--- config.mk ---
export PLATFORM = sky130hd
export DESIGN_NAME = spi_reg_bank
export DESIGN_NICKNAME = d
export VERILOG_FILES = /design/src/rtl/spi_pkg.sv /design/src/rtl/spi_sync_edge.sv /design/src/rtl/spi_reg_bank.sv
export SDC_FILE = /design/constraint.sdc
export NUM_CORES = 1
export LEC_CHECK = 0
export ABC_AREA = 1
export ABC_CLOCK_PERIOD_IN_PS = 1900
export CAP_MARGIN = 10
export CORE_UTILIZATION = 52
export DETAILED_ROUTE_END_ITERATION = 16
export PLACE_DENSITY = 0.89
export REMOVE_ABC_BUFFERS = 1
export SLEW_MARGIN = 20
export SYNTH_ARGS = -nofsm -noshare
export SYNTH_HDL_FRONTEND = slang
export SYNTH_SLANG_ARGS = --single-unit
export TNS_END_PERCENT = 20
--- constraint.sdc ---
create_clock -name clk -period 1.9 [get_ports clk]
set_clock_uncertainty 0.1 [all_clocks]
set_input_delay 0.38 -clock clk [delete_from_list [all_inputs] [get_ports clk]]
set_output_delay 0.38 -clock clk [all_outputs]
set_load 0.02 [all_outputs]
--- src/rtl/spi_pkg.sv ---
// Shared types and helpers for the SPI register bank.
package spi_pkg;

  typedef enum logic [1:0] {
    IDLE   = 2'd0,
    SHIFT  = 2'd1,
    COMMIT = 2'd2,
    DONE   = 2'd3
  } state_t;

  localparam logic RW_WRITE = 1'b1;

  // Total frame length: R/W bit + address field + data field.
  function automatic int unsigned frame_w(input int unsigned addr_w, input int unsigned data_w);
    return 1 + addr_w + data_w;
  endfunction

endpackage

--- src/rtl/spi_sync_edge.sv ---
// Two-flop synchroniser plus history flop; reports settled level and single-cycle edges.
// The history flop always follows the settled stage, so reset never fabricates an edge
// from a pin that is held steady across it.
module spi_sync_edge (
  input  logic clk,
  input  logic d_i,
  output logic level_o,
  output logic rise_o,
  output logic fall_o
);

  logic [1:0] sync_q;
  logic       hist_q;

  // Synchroniser chain and history stage.
  always_ff @(posedge clk) begin
    sync_q <= {sync_q[0], d_i};
    hist_q <= sync_q[1];
  end

  assign level_o = sync_q[1];
  assign rise_o  = sync_q[1] & ~hist_q;
  assign fall_o  = ~sync_q[1] & hist_q;

endmodule

--- src/rtl/spi_reg_bank.sv ---
// SPI mode-0 peripheral driving a bank of configuration registers.
// Optional register readback on CIPO is enabled with the SPI_READBACK_EN macro.
module spi_reg_bank
  import spi_pkg::*;
#(
  parameter int unsigned          ADDR_W    = 7,
  parameter int unsigned          DATA_W    = 8,
  parameter int unsigned          NUM_REGS  = 5,
  parameter logic [DATA_W-1:0]    RESET_VAL = '0
) (
  input  logic                         clk,
  input  logic                         rst,
  input  logic                         nCS,
  input  logic                         SCLK,
  input  logic                         COPI,
  output logic                         CIPO,
  output logic [NUM_REGS*DATA_W-1:0]   regs_out,
  output logic                         wr_strobe,
  output logic [ADDR_W-1:0]            wr_addr,
  output logic                         addr_err,
  output logic                         frame_err
);

  localparam int unsigned      FRAME_W  = frame_w(ADDR_W, DATA_W);
  localparam int unsigned      CNT_W    = $clog2(FRAME_W + 1);
  localparam logic [CNT_W-1:0] CNT_FULL = CNT_W'(FRAME_W);
  localparam logic [ADDR_W:0]  NREGS_A  = (ADDR_W + 1)'(NUM_REGS);

  logic ncs_lvl, ncs_rise, ncs_fall;
  logic sclk_lvl, sclk_rise, sclk_fall;
  logic [1:0] copi_q;

  state_t                       state_q, state_d;
  logic [CNT_W-1:0]             cnt_q, cnt_d;
  logic [FRAME_W-1:0]           shreg_q, shreg_d;
  logic [NUM_REGS*DATA_W-1:0]   regs_q, regs_d;
  logic                         wr_strobe_q, wr_strobe_d;
  logic [ADDR_W-1:0]            wr_addr_q, wr_addr_d;
  logic                         addr_err_q, addr_err_d;
  logic                         frame_err_q, frame_err_d;

  logic                         fr_rw;
  logic [ADDR_W-1:0]            fr_addr;
  logic [DATA_W-1:0]            fr_data;

  spi_sync_edge u_sync_ncs (
    .clk     (clk),
    .d_i     (nCS),
    .level_o (ncs_lvl),
    .rise_o  (ncs_rise),
    .fall_o  (ncs_fall)
  );

  spi_sync_edge u_sync_sclk (
    .clk     (clk),
    .d_i     (SCLK),
    .level_o (sclk_lvl),
    .rise_o  (sclk_rise),
    .fall_o  (sclk_fall)
  );

  // COPI runs through the same two-flop depth so it lines up with the detected SCLK edge.
  always_ff @(posedge clk) begin
    copi_q <= {copi_q[0], COPI};
  end

  assign fr_rw   = shreg_q[FRAME_W-1];
  assign fr_addr = shreg_q[DATA_W +: ADDR_W];
  assign fr_data = shreg_q[DATA_W-1:0];

  // Frame state register and bank storage.
  always_ff @(posedge clk) begin
    if (rst) begin
      state_q     <= IDLE;
      cnt_q       <= '0;
      shreg_q     <= '0;
      regs_q      <= {NUM_REGS{RESET_VAL}};
      wr_strobe_q <= 1'b0;
      wr_addr_q   <= '0;
      addr_err_q  <= 1'b0;
      frame_err_q <= 1'b0;
    end else begin
      state_q     <= state_d;
      cnt_q       <= cnt_d;
      shreg_q     <= shreg_d;
      regs_q      <= regs_d;
      wr_strobe_q <= wr_strobe_d;
      wr_addr_q   <= wr_addr_d;
      addr_err_q  <= addr_err_d;
      frame_err_q <= frame_err_d;
    end
  end

  // Frame sequencing: collect bits, commit once, ignore trailing clocks until deselect.
  always_comb begin
    state_d     = state_q;
    cnt_d       = cnt_q;
    shreg_d     = shreg_q;
    regs_d      = regs_q;
    wr_strobe_d = 1'b0;
    wr_addr_d   = wr_addr_q;
    addr_err_d  = 1'b0;
    frame_err_d = 1'b0;
    case (state_q)
      IDLE: begin
        if (ncs_fall) begin
          state_d = SHIFT;
          cnt_d   = '0;
          shreg_d = '0;
        end
      end
      SHIFT: begin
        // A final bit arriving with deselect is taken first, so the frame still completes.
        if (sclk_rise && (cnt_q != CNT_FULL)) begin
          shreg_d = {shreg_q[FRAME_W-2:0], copi_q[1]};
          cnt_d   = cnt_q + 1'b1;
        end
        if (cnt_d == CNT_FULL) begin
          state_d = COMMIT;
        end else if (ncs_rise) begin
          frame_err_d = 1'b1;
          state_d     = IDLE;
        end
      end
      COMMIT: begin
        if (fr_rw == RW_WRITE) begin
          if ({1'b0, fr_addr} < NREGS_A) begin
            for (int unsigned i = 0; i < NUM_REGS; i++) begin
              if (fr_addr == ADDR_W'(i)) regs_d[i*DATA_W +: DATA_W] = fr_data;
            end
            wr_strobe_d = 1'b1;
            wr_addr_d   = fr_addr;
          end else begin
            addr_err_d = 1'b1;
          end
        end
        state_d = DONE;
      end
      DONE: begin
        if (ncs_lvl) state_d = IDLE;
      end
      default: state_d = IDLE;
    endcase
  end

  assign regs_out  = regs_q;
  assign wr_strobe = wr_strobe_q;
  assign wr_addr   = wr_addr_q;
  assign addr_err  = addr_err_q;
  assign frame_err = frame_err_q;

`ifdef SPI_READBACK_EN
  localparam logic [CNT_W-1:0] CNT_ADDR = CNT_W'(1 + ADDR_W);

  logic [DATA_W-1:0] rd_sh_q, rd_sh_d;
  logic              rd_act_q, rd_act_d;
  logic              cipo_q, cipo_d;
  logic [DATA_W-1:0] rd_word;

  // Readback shifter state.
  always_ff @(posedge clk) begin
    if (rst) begin
      rd_sh_q  <= '0;
      rd_act_q <= 1'b0;
      cipo_q   <= 1'b0;
    end else begin
      rd_sh_q  <= rd_sh_d;
      rd_act_q <= rd_act_d;
      cipo_q   <= cipo_d;
    end
  end

  // Load the addressed register after the last address bit; shift one bit out per SCLK fall.
  always_comb begin
    rd_sh_d  = rd_sh_q;
    rd_act_d = rd_act_q;
    cipo_d   = cipo_q;
    rd_word  = '0;
    for (int unsigned i = 0; i < NUM_REGS; i++) begin
      if (shreg_d[ADDR_W-1:0] == ADDR_W'(i)) rd_word = regs_q[i*DATA_W +: DATA_W];
    end
    if ((state_q == SHIFT) && sclk_rise && (cnt_d == CNT_ADDR) && (shreg_d[ADDR_W] != RW_WRITE)) begin
      rd_sh_d  = rd_word;
      rd_act_d = 1'b1;
    end
    if (sclk_fall && rd_act_q) begin
      if ((state_q == SHIFT) && (cnt_q != CNT_FULL)) begin
        cipo_d  = rd_sh_q[DATA_W-1];
        rd_sh_d = {rd_sh_q[DATA_W-2:0], 1'b0};
      end else begin
        cipo_d   = 1'b0;
        rd_act_d = 1'b0;
      end
    end
    if (ncs_lvl || (state_q == IDLE)) begin
      cipo_d   = 1'b0;
      rd_act_d = 1'b0;
    end
  end

  assign CIPO = cipo_q;
`else
  assign CIPO = 1'b0;
`endif

endmodule

Word-level counts from Yosys, hierarchy flattened

Index checks and enable logic that the tools add are counted.

Bits in registers: 81
Output and inout bits: 51
Word-level logic and storage cells: 71

Equality and inequality tests: 13
$add $sub $neg: 1
$lt $le $gt $ge: 1
Bitwise operators: 9
Muxes and demuxes: 15
Reductions and logical operators: 15

Operator list:

| kind                                                                  | count |
|---|---|
| 16-bit two-way mux                                                    | 2 |
| 16-bit one-hot mux with 2 select lines                                | 1 |
| 4-bit AND reduction                                                   | 5 |
| 5-bit two-way mux                                                     | 3 |
| 7-bit by 2-bit equality test with 1-bit output, second input constant | 2 |
| 5-bit one-hot mux with 2 select lines                                 | 1 |
| 3-bit AND reduction                                                   | 3 |
| 2-bit two-way mux                                                     | 4 |
| 2-bit one-hot mux with 4 select lines                                 | 1 |
| 7-bit by 1-bit equality test with 1-bit output, second input constant | 1 |
| 7-bit by 3-bit equality test with 1-bit output, second input constant | 1 |
| 7-bit logical NOT                                                     | 1 |
| 7-bit by 3-bit < comparator with 1-bit output, second input constant  | 1 |
| 1-bit NOT                                                             | 6 |
| 3-bit OR reduction                                                    | 2 |
| 5-bit by 1-bit adder with 5-bit output, second input constant         | 1 |
| 5-bit equality test, second input constant                            | 1 |
| 5-bit != test, second input constant                                  | 1 |
| 2-bit equality test, second input constant                            | 2 |
| 2-bit != test, second input constant                                  | 2 |
| 1-bit bitwise AND                                                     | 3 |
| 1-bit two-way mux                                                     | 3 |
| 3-bit != test, second input constant                                  | 1 |
| 2-bit by 1-bit equality test with 1-bit output, second input constant | 1 |
| other kinds (5)                                                       | 5 |

Logic depth before layout (Yosys ltp)

Gate-level depths: netlist (run 1).

Depth in word-level cells: 8
Gate-level depth with buffers: 15
Gate-level depth less buffers: 15

By module

A second synthesis (run 1) with hierarchy kept.

Cells, all modules: 397
Area, all modules: 3148.0 µm²

By module, submodules not included:

| module        | area each (µm²) | cells an instance | instances | sequential area each (µm²) |
|---|---|---|---|---|
| spi_reg_bank  | 2997.9          | 383               | 1         | 1501.4 |
| spi_sync_edge | 75.1            | 7                 | 2         | 60.1 |

Least setup slack after synthesis (run 1)

Ideal clock, no wire load.

Path kind: reg-to-reg
Start: register cnt_q[0]
End: register shreg_q[4]
Path slack: 0.170 ns
Stages on the path, launching flop included: 11
Required time: 1.714 ns
Setup time: 0.086 ns
Data arrival time: 1.544 ns
Cell sequence: dfxtp_1 -> inv_1 -> ha_1 -> nand2_1 -> inv_1 -> nand2_1 -> nand2_2 -> a21oi_4 -> inv_2 -> buf_6 -> a211oi_1

Cells in the longest elaborated chain, start to end: 4

RTL lines:

| item                                 | RTL line            | RTL |
|---|---|---|
| start: declaration                   | spi_reg_bank.sv:34  | `logic [CNT_W-1:0] cnt_q, cnt_d;` |
| start signal: assignment             | spi_reg_bank.sv:84  | `cnt_q <= cnt_d;` |
| 5-bit != test                        | spi_reg_bank.sv:114 | `if (sclk_rise && (cnt_q != CNT_FULL)) begin` |
| 1-bit logical AND                    | spi_reg_bank.sv:114 |  |
| 2-bit != test (no source line)       | n/a                 |  |
| 3-bit AND reduction (no source line) | n/a                 |  |
| end signal: assignment               | spi_reg_bank.sv:85  | `shreg_q <= shreg_d;` |
| end: declaration                     | spi_reg_bank.sv:35  | `logic [FRAME_W-1:0] shreg_q, shreg_d;` |

Every way passes these cells.
A chain may end at the register's enable or synchronous reset.

Final worst setup path (run 1)

Start: register regs_q[25] (netlist: regs_out[25])
End: output regs_out[25]

RTL lines:

| item                     | RTL line           | RTL |
|---|---|---|
| start: declaration       | spi_reg_bank.sv:36 | `logic [NUM_REGS*DATA_W-1:0] regs_q, regs_d;` |
| start signal: assignment | spi_reg_bank.sv:77 | `regs_q <= {NUM_REGS{RESET_VAL}};` |
| start signal: assignment | spi_reg_bank.sv:86 | `regs_q <= regs_d;` |
| end: declaration         | spi_reg_bank.sv:17 | `output logic [NUM_REGS*DATA_W-1:0] regs_out,` |

No word-level cell between the ends.

==> flow_summary.yaml, run 1 <==
timing:
  setup_viol: 0
  period_share_pct: 96.3
  timing.setup.tns_ps: 0
  hold_violations: 0
  fin_ws_ps: 70.0
  min_period_ps: 1830
  rsz0062_at_grt: "false"
  fmax_mhz: 546
  slew_viol_final: 0
route:
  met1_length_mm: 3.05
  drcViolationCount: 0
  ant_nets: 0
  drt_pre_antenna_iters: 4
  wire_per_inst_um: 13.5
  top_layer_used: "met4"
  dr_wl_met3_um: 393
  drt-initial-drc-count: 155
  wirelength_mm: 7.03
  vias: 2764
  vias_per_cell: 5.30
  wl_met2_mm: 3.41
clock_network:
  cts_sinks: 81
  cts-htree-levels: 3
  clock_path_buffers: 2
  clk_latency_ps: 350
  cts_root_buf: "clkbuf_8"
  clkTransAtPathRegs_ps: 80
  postCtsHoldBufs: 0
  cts_tree: "built"
  cts_made_buffers: 9
synthesis:
  synthXorXnorAreaFrac_pct: 0.277
  yosys.area_share.adder_pct: 0.791
  synth_top_family_by_area: "simple AND/OR/NAND/NOR gates"
  yosys.area_share.simple_pct: 23.8
  synth_top_area_cell: "dfxtp_1"
  synth.area.mux_share_pct: 0
  ys_seq_area_share_pct: 51.2
  synthDistinctLibCells: 35
  synth_area_leaders: "dfxtp_1 (51%), nand2_1 (8.2%), a21oi_1 (8.1%), nand3_1 (5.1%), nor2_1 (3.8%)"
  syn-instance-count: 378
  synth_compound_area_share_pct: 16.8
  yosysWarnings: 0
  ys_ff_latch: 81
  yosysTopAreaCellShare_pct: 51.2
  synth_area_per_cell_um2: 8.37
  mappedNetlistArea_um2: 3160
setup_path:
  critPathRequiredTime_ps: 1420
  cp.buffers_inverters: 1
  cpPeakStageDelay_ps: 630
  start_kind: "flip-flop"
  cpLargestDelayFamily: "buffers and inverters"
  path_cells: "clkdlybuf4s50_1"
  crit_fanout: 2
  arrival_ps: 1350
  cpMaxStageDelayCell: "clkdlybuf4s50_1"
  crit_type: "flip-flop to primary output"
  cp-end-kind: "primary output"
floorplan:
  die-area_um2: 6400
  die_y_um: 80.0
  ios: 56
  core_um2: 5890
  placementRows: 28
  die_w_um: 80.0
  initial_core_util_pct: 53.8
cells_and_area:
  fillers: 453
  fin_cells: 522
  utilization_pct: 68.3
  synthToLayoutAreaGrowth_pct: 27.0
  multi_input_area_um2: 1330
  seqCellArea_um2: 1620
  nNetsFinal: 449
  drive_above_1_share_pct: 12.3
  diodes: 0
placed_design:
  hpwlAfterDp_mm: 4.87
  dpl_worst_slack_ps: 112
  place_congestion: 0.865
  dp_cells: 506
  io_buffer_count: 54
power_and_ir_drop:
  leakagePower_nw: 1.55
  total_power_mw: 3.26
  peakVddDrop_v: 0.000706
  cellPowerDensity_nw_per_um2: 812
status:
  outcome: "finished clean"
global_routing:
  grt_first_pass_wirelength_mm: 11.8
  grt_util_all_layers_pct: 24.0
  grt_start_max_net_pins: 34
  grt-ovfl-total: 0
  first_global_vias: 2684
  antenna_found_initial: 0
job:
  maxCapViolations: 0
worst_hold_path:
  worst_hold_path_type: "flip-flop to flip-flop"
==> logic make-up after synthesis <==
kind of cell / Yosys count
xor+xnor: 1
simple gates: 154
fa+ha+maj: 2
other cells: 1
flops: 81
compound gates: 91
buf+inv: 48
==> layer usage <==
metal,global-route usage (%),vias up
met5,0,-
met4,10.4,0
met3,8.34,23
met2,39.7,88
met1,28.0,1267
li1,-,1386
==> layout make-up <==
cell class | count | share of cell area, %
clock buffer | 11 | 3.77
clock inverter | 5 | 0.965
inverter | 32 | 3.05
multi-input combinational | 249 | 33.0
sequential | 81 | 40.3
tap | 75 | 2.33
timing repair buffer | 69 | 16.6
==> cells in the mapped netlist, drive strengths merged <==
| cell | instances |
|---|---|
| inv | 32 |
| nand4 | 3 |
| a211oi | 12 |
| nor2 | 37 |
| nor4 | 3 |
| o21ai | 22 |
| nand2 | 76 |
| a32o | 2 |
| o21bai | 1 |
| nand3 | 32 |
| o31ai | 1 |
| buf | 9 |
| a21oi | 52 |
| nand3b | 1 |
| conb | 1 |
| xnor2 | 1 |
| or2 | 1 |
| nor3 | 1 |
| o22ai | 1 |
| dfxtp | 81 |
| clkbuf | 7 |
| ha | 2 |
==> path summary, 6_finish.rpt <==
kind | start | to | slack, ps | depth (start not counted)
worst max-delay path | regs_out[25]$_SDFFE_PP0P_ | regs_out[25] | 70 | 1
worst min-delay path | copi_q[0]$_DFF_P_ | copi_q[1]$_DFF_P_ | 230 | 0
worst max register to register | cnt_q[0]$_SDFFE_PP0P_ | shreg_q[4]$_SDFFE_PP0P_ | 120 | 9
worst min register to register | copi_q[0]$_DFF_P_ | copi_q[1]$_DFF_P_ | 230 | 0
==> sequential cells by signal, summed over array words and instances (netlist names), named ones only <==
register            count
u_sync_sclk.sync_q      2
u_sync_sclk.hist_q      1
regs_out               40
addr_err                1
state_q                 1
u_sync_ncs.sync_q       2
wr_addr                 7
frame_err               1
u_sync_ncs.hist_q       1
copi_q                  2
wr_strobe               1
cnt_q                   5
shreg_q                16
==> metrics by stage <==
| stage | instance area, µm² | hold WS (ps) |
|---|---|---|
| detailed placement | 3820 | 215 |
| floorplan | 3060 | 210 |
| CTS | 4010 | 234 |
| finish | 4020 | 231 |
| global placement | 3820 | 211 |
| global route | 4020 | 237 |
==> power by group <==
group	switching (mW)	internal, mW
Clock	0.618	0.552
Combinational	0.202	0.101
Sequential	0.0503	1.74
Total	0.870	2.39
==> what timing repair did <==
item | CTS | global route
endpoints found under the hold margin | 0 | 0
setup buffers | 0 | 0
setup endpoints to repair | 1 | 3
resized for setup | 1 | 2
==> cells in the final DEF, fill, tap and decap left out, types with 3 or more instances in the layout <==
| master | instances |
|---|---|
| inv_1 | 29 |
| clkdlybuf4s50_1 | 54 |
| dfxtp_1 | 81 |
| nand2_2 | 4 |
| a211oi_1 | 10 |
| nor4_4 | 3 |
| nand3_1 | 32 |
| clkbuf_8 | 11 |
| buf_4 | 14 |
| nand2_1 | 69 |
| o21ai_0 | 18 |
| nand4_1 | 3 |
| a21oi_1 | 51 |
| nand2_4 | 3 |
| nor2_1 | 32 |
| o21ai_1 | 3 |
Note: power is estimated with default switching activity, not from simulation.
==> run 2: changes to the inputs <==
Settings changed: CORE_MARGIN set to 2, TNS_END_PERCENT 20 to 50.
==> flow_summary.yaml, run 2 (same netlist as run 1, synthesis figures left out) <==
worst_hold_path:
  min_from: "u_sync_ncs.sync_q[0]$_DFF_P_"
  worst_hold_path_type: "flip-flop to flip-flop"
status:
  outcome: "finished clean"
floorplan:
  core_um2: 5890
  initial_core_util_pct: 53.8
  ios: 56
  die_w_um: 82.0
  placementRows: 28
  die-area_um2: 6720
  die_y_um: 82.0
global_routing:
  first_global_vias: 2602
  grt_start_max_net_pins: 28
  antenna_found_initial: 0
  grt_first_pass_wirelength_mm: 11.8
  grt-ovfl-total: 0
  grt_util_all_layers_pct: 22.7
route:
  ant_nets: 0
  drcViolationCount: 0
  vias: 2801
  wirelength_mm: 7.24
  drt_pre_antenna_iters: 4
  vias_per_cell: 5.38
  wire_per_inst_um: 13.9
  drt-initial-drc-count: 167
setup_path:
  crit_type: "flip-flop to primary output"
  startpoint: "regs_out[34]$_SDFFE_PP0P_"
  critPathRequiredTime_ps: 1420
  cp-end-kind: "primary output"
  cpPeakStageDelay_ps: 640
  start_kind: "flip-flop"
  crit_fanout: 2
  cpLargestDelayFamily: "buffers and inverters"
  r2r-start: "shreg_q[10]$_SDFFE_PP0P_"
  reg2reg_slack_ps: 120
  arrival_ps: 1340
  cp.buffers_inverters: 1
  cpMaxStageDelayCell: "clkdlybuf4s50_1"
  path_cells: "clkdlybuf4s50_1"
power_and_ir_drop:
  leakagePower_nw: 1.53
  cellPowerDensity_nw_per_um2: 848
  peakVddDrop_v: 0.000589
placed_design:
  io_buffer_count: 54
  dp_cells: 504
  place_area_um2: 3790
  dpl_worst_slack_ps: 76.6
  place_congestion: 0.826
  hpwlAfterDp_mm: 4.99
cells_and_area:
  seqCellArea_um2: 1620
  synthToLayoutAreaGrowth_pct: 27.6
  diodes: 0
  fin_cells: 521
  fillers: 478
  finalInstanceArea_um2: 4040
  final_cell_mix: "dfxtp_1 (80), nand2_1 (68), clkdlybuf4s50_1 (54), a21oi_1 (51)"
  final_common_cell: "dfxtp_1"
  drive_above_1_share_pct: 12.8
  utilization_pct: 68.6
  largest_reg_flops: 40
  nNetsFinal: 448
  multi_input_area_um2: 1350
clock_network:
  cts-htree-levels: 3
  clk_latency_ps: 340
  cts_tree: "built"
  cts_sinks: 81
  clkTransAtPathRegs_ps: 80
  postCtsHoldBufs: 0
  cts_root_buf: "clkbuf_8"
  post_cts_buffers: 0
  cts_made_buffers: 9
  clock_path_buffers: 2
  ctsResizeCount: 0
timing:
  fin_ws_ps: 80.6
  min_period_ps: 1820
  setup_viol: 0
  fmax_mhz: 550
  period_share_pct: 95.8
  hold_violations: 0
  timing.setup.tns_ps: 0
  slew_viol_final: 0
job:
  maxCapViolations: 0
==> run 2: per-stage QoR <==
step,total power [mW],hold WS (ps)
after global placement,2.10,212
after global routing,3.55,242
final,3.43,232
after detailed placement,2.11,216
after CTS,3.43,237
after floorplan,2.01,210
==> run 2: area by class of cell <==
class	count	share of cell area, %
multi-input combinational	250	33.3
inverter	32	3.13
sequential	81	40.2
clock buffer	11	3.25
tap	75	2.32
clock inverter	5	1.98
timing repair buffer	67	15.8
==> run 2: routing by layer <==
metal  up-vias  share of wire (%)  global-route usage (%)
li1       1385                  -                       -
met1      1326                 40                    25.9
met2        71                 53                    40.5
met3        19                4.8                    5.16
met4         0                2.3                    9.50
met5         -                  0                       0
==> run 2: final timing paths <==
| kind | endpoint | depth (start not counted) |
|---|---|---|
| setup reg to reg | regs_out[26]$_SDFFE_PP0P_ | 8 |
| setup / recovery | regs_out[34] | 1 |
| hold reg to reg | u_sync_ncs.sync_q[1]$_DFF_P_ | 0 |
| hold / removal | u_sync_ncs.sync_q[1]$_DFF_P_ | 0 |
==> run 2: where the power goes <==
group          total (mW)  internal, mW  switching (mW)
Sequential           1.79          1.74          0.0532
Clock                1.34         0.739           0.599
Combinational       0.294        0.0974           0.197
==> run 3: changes to the inputs <==
Settings changed: CORE_MARGIN 2 to not set.
==> results of run 3 <==
Final layout, timing and power as in run 1 (identical DEF).
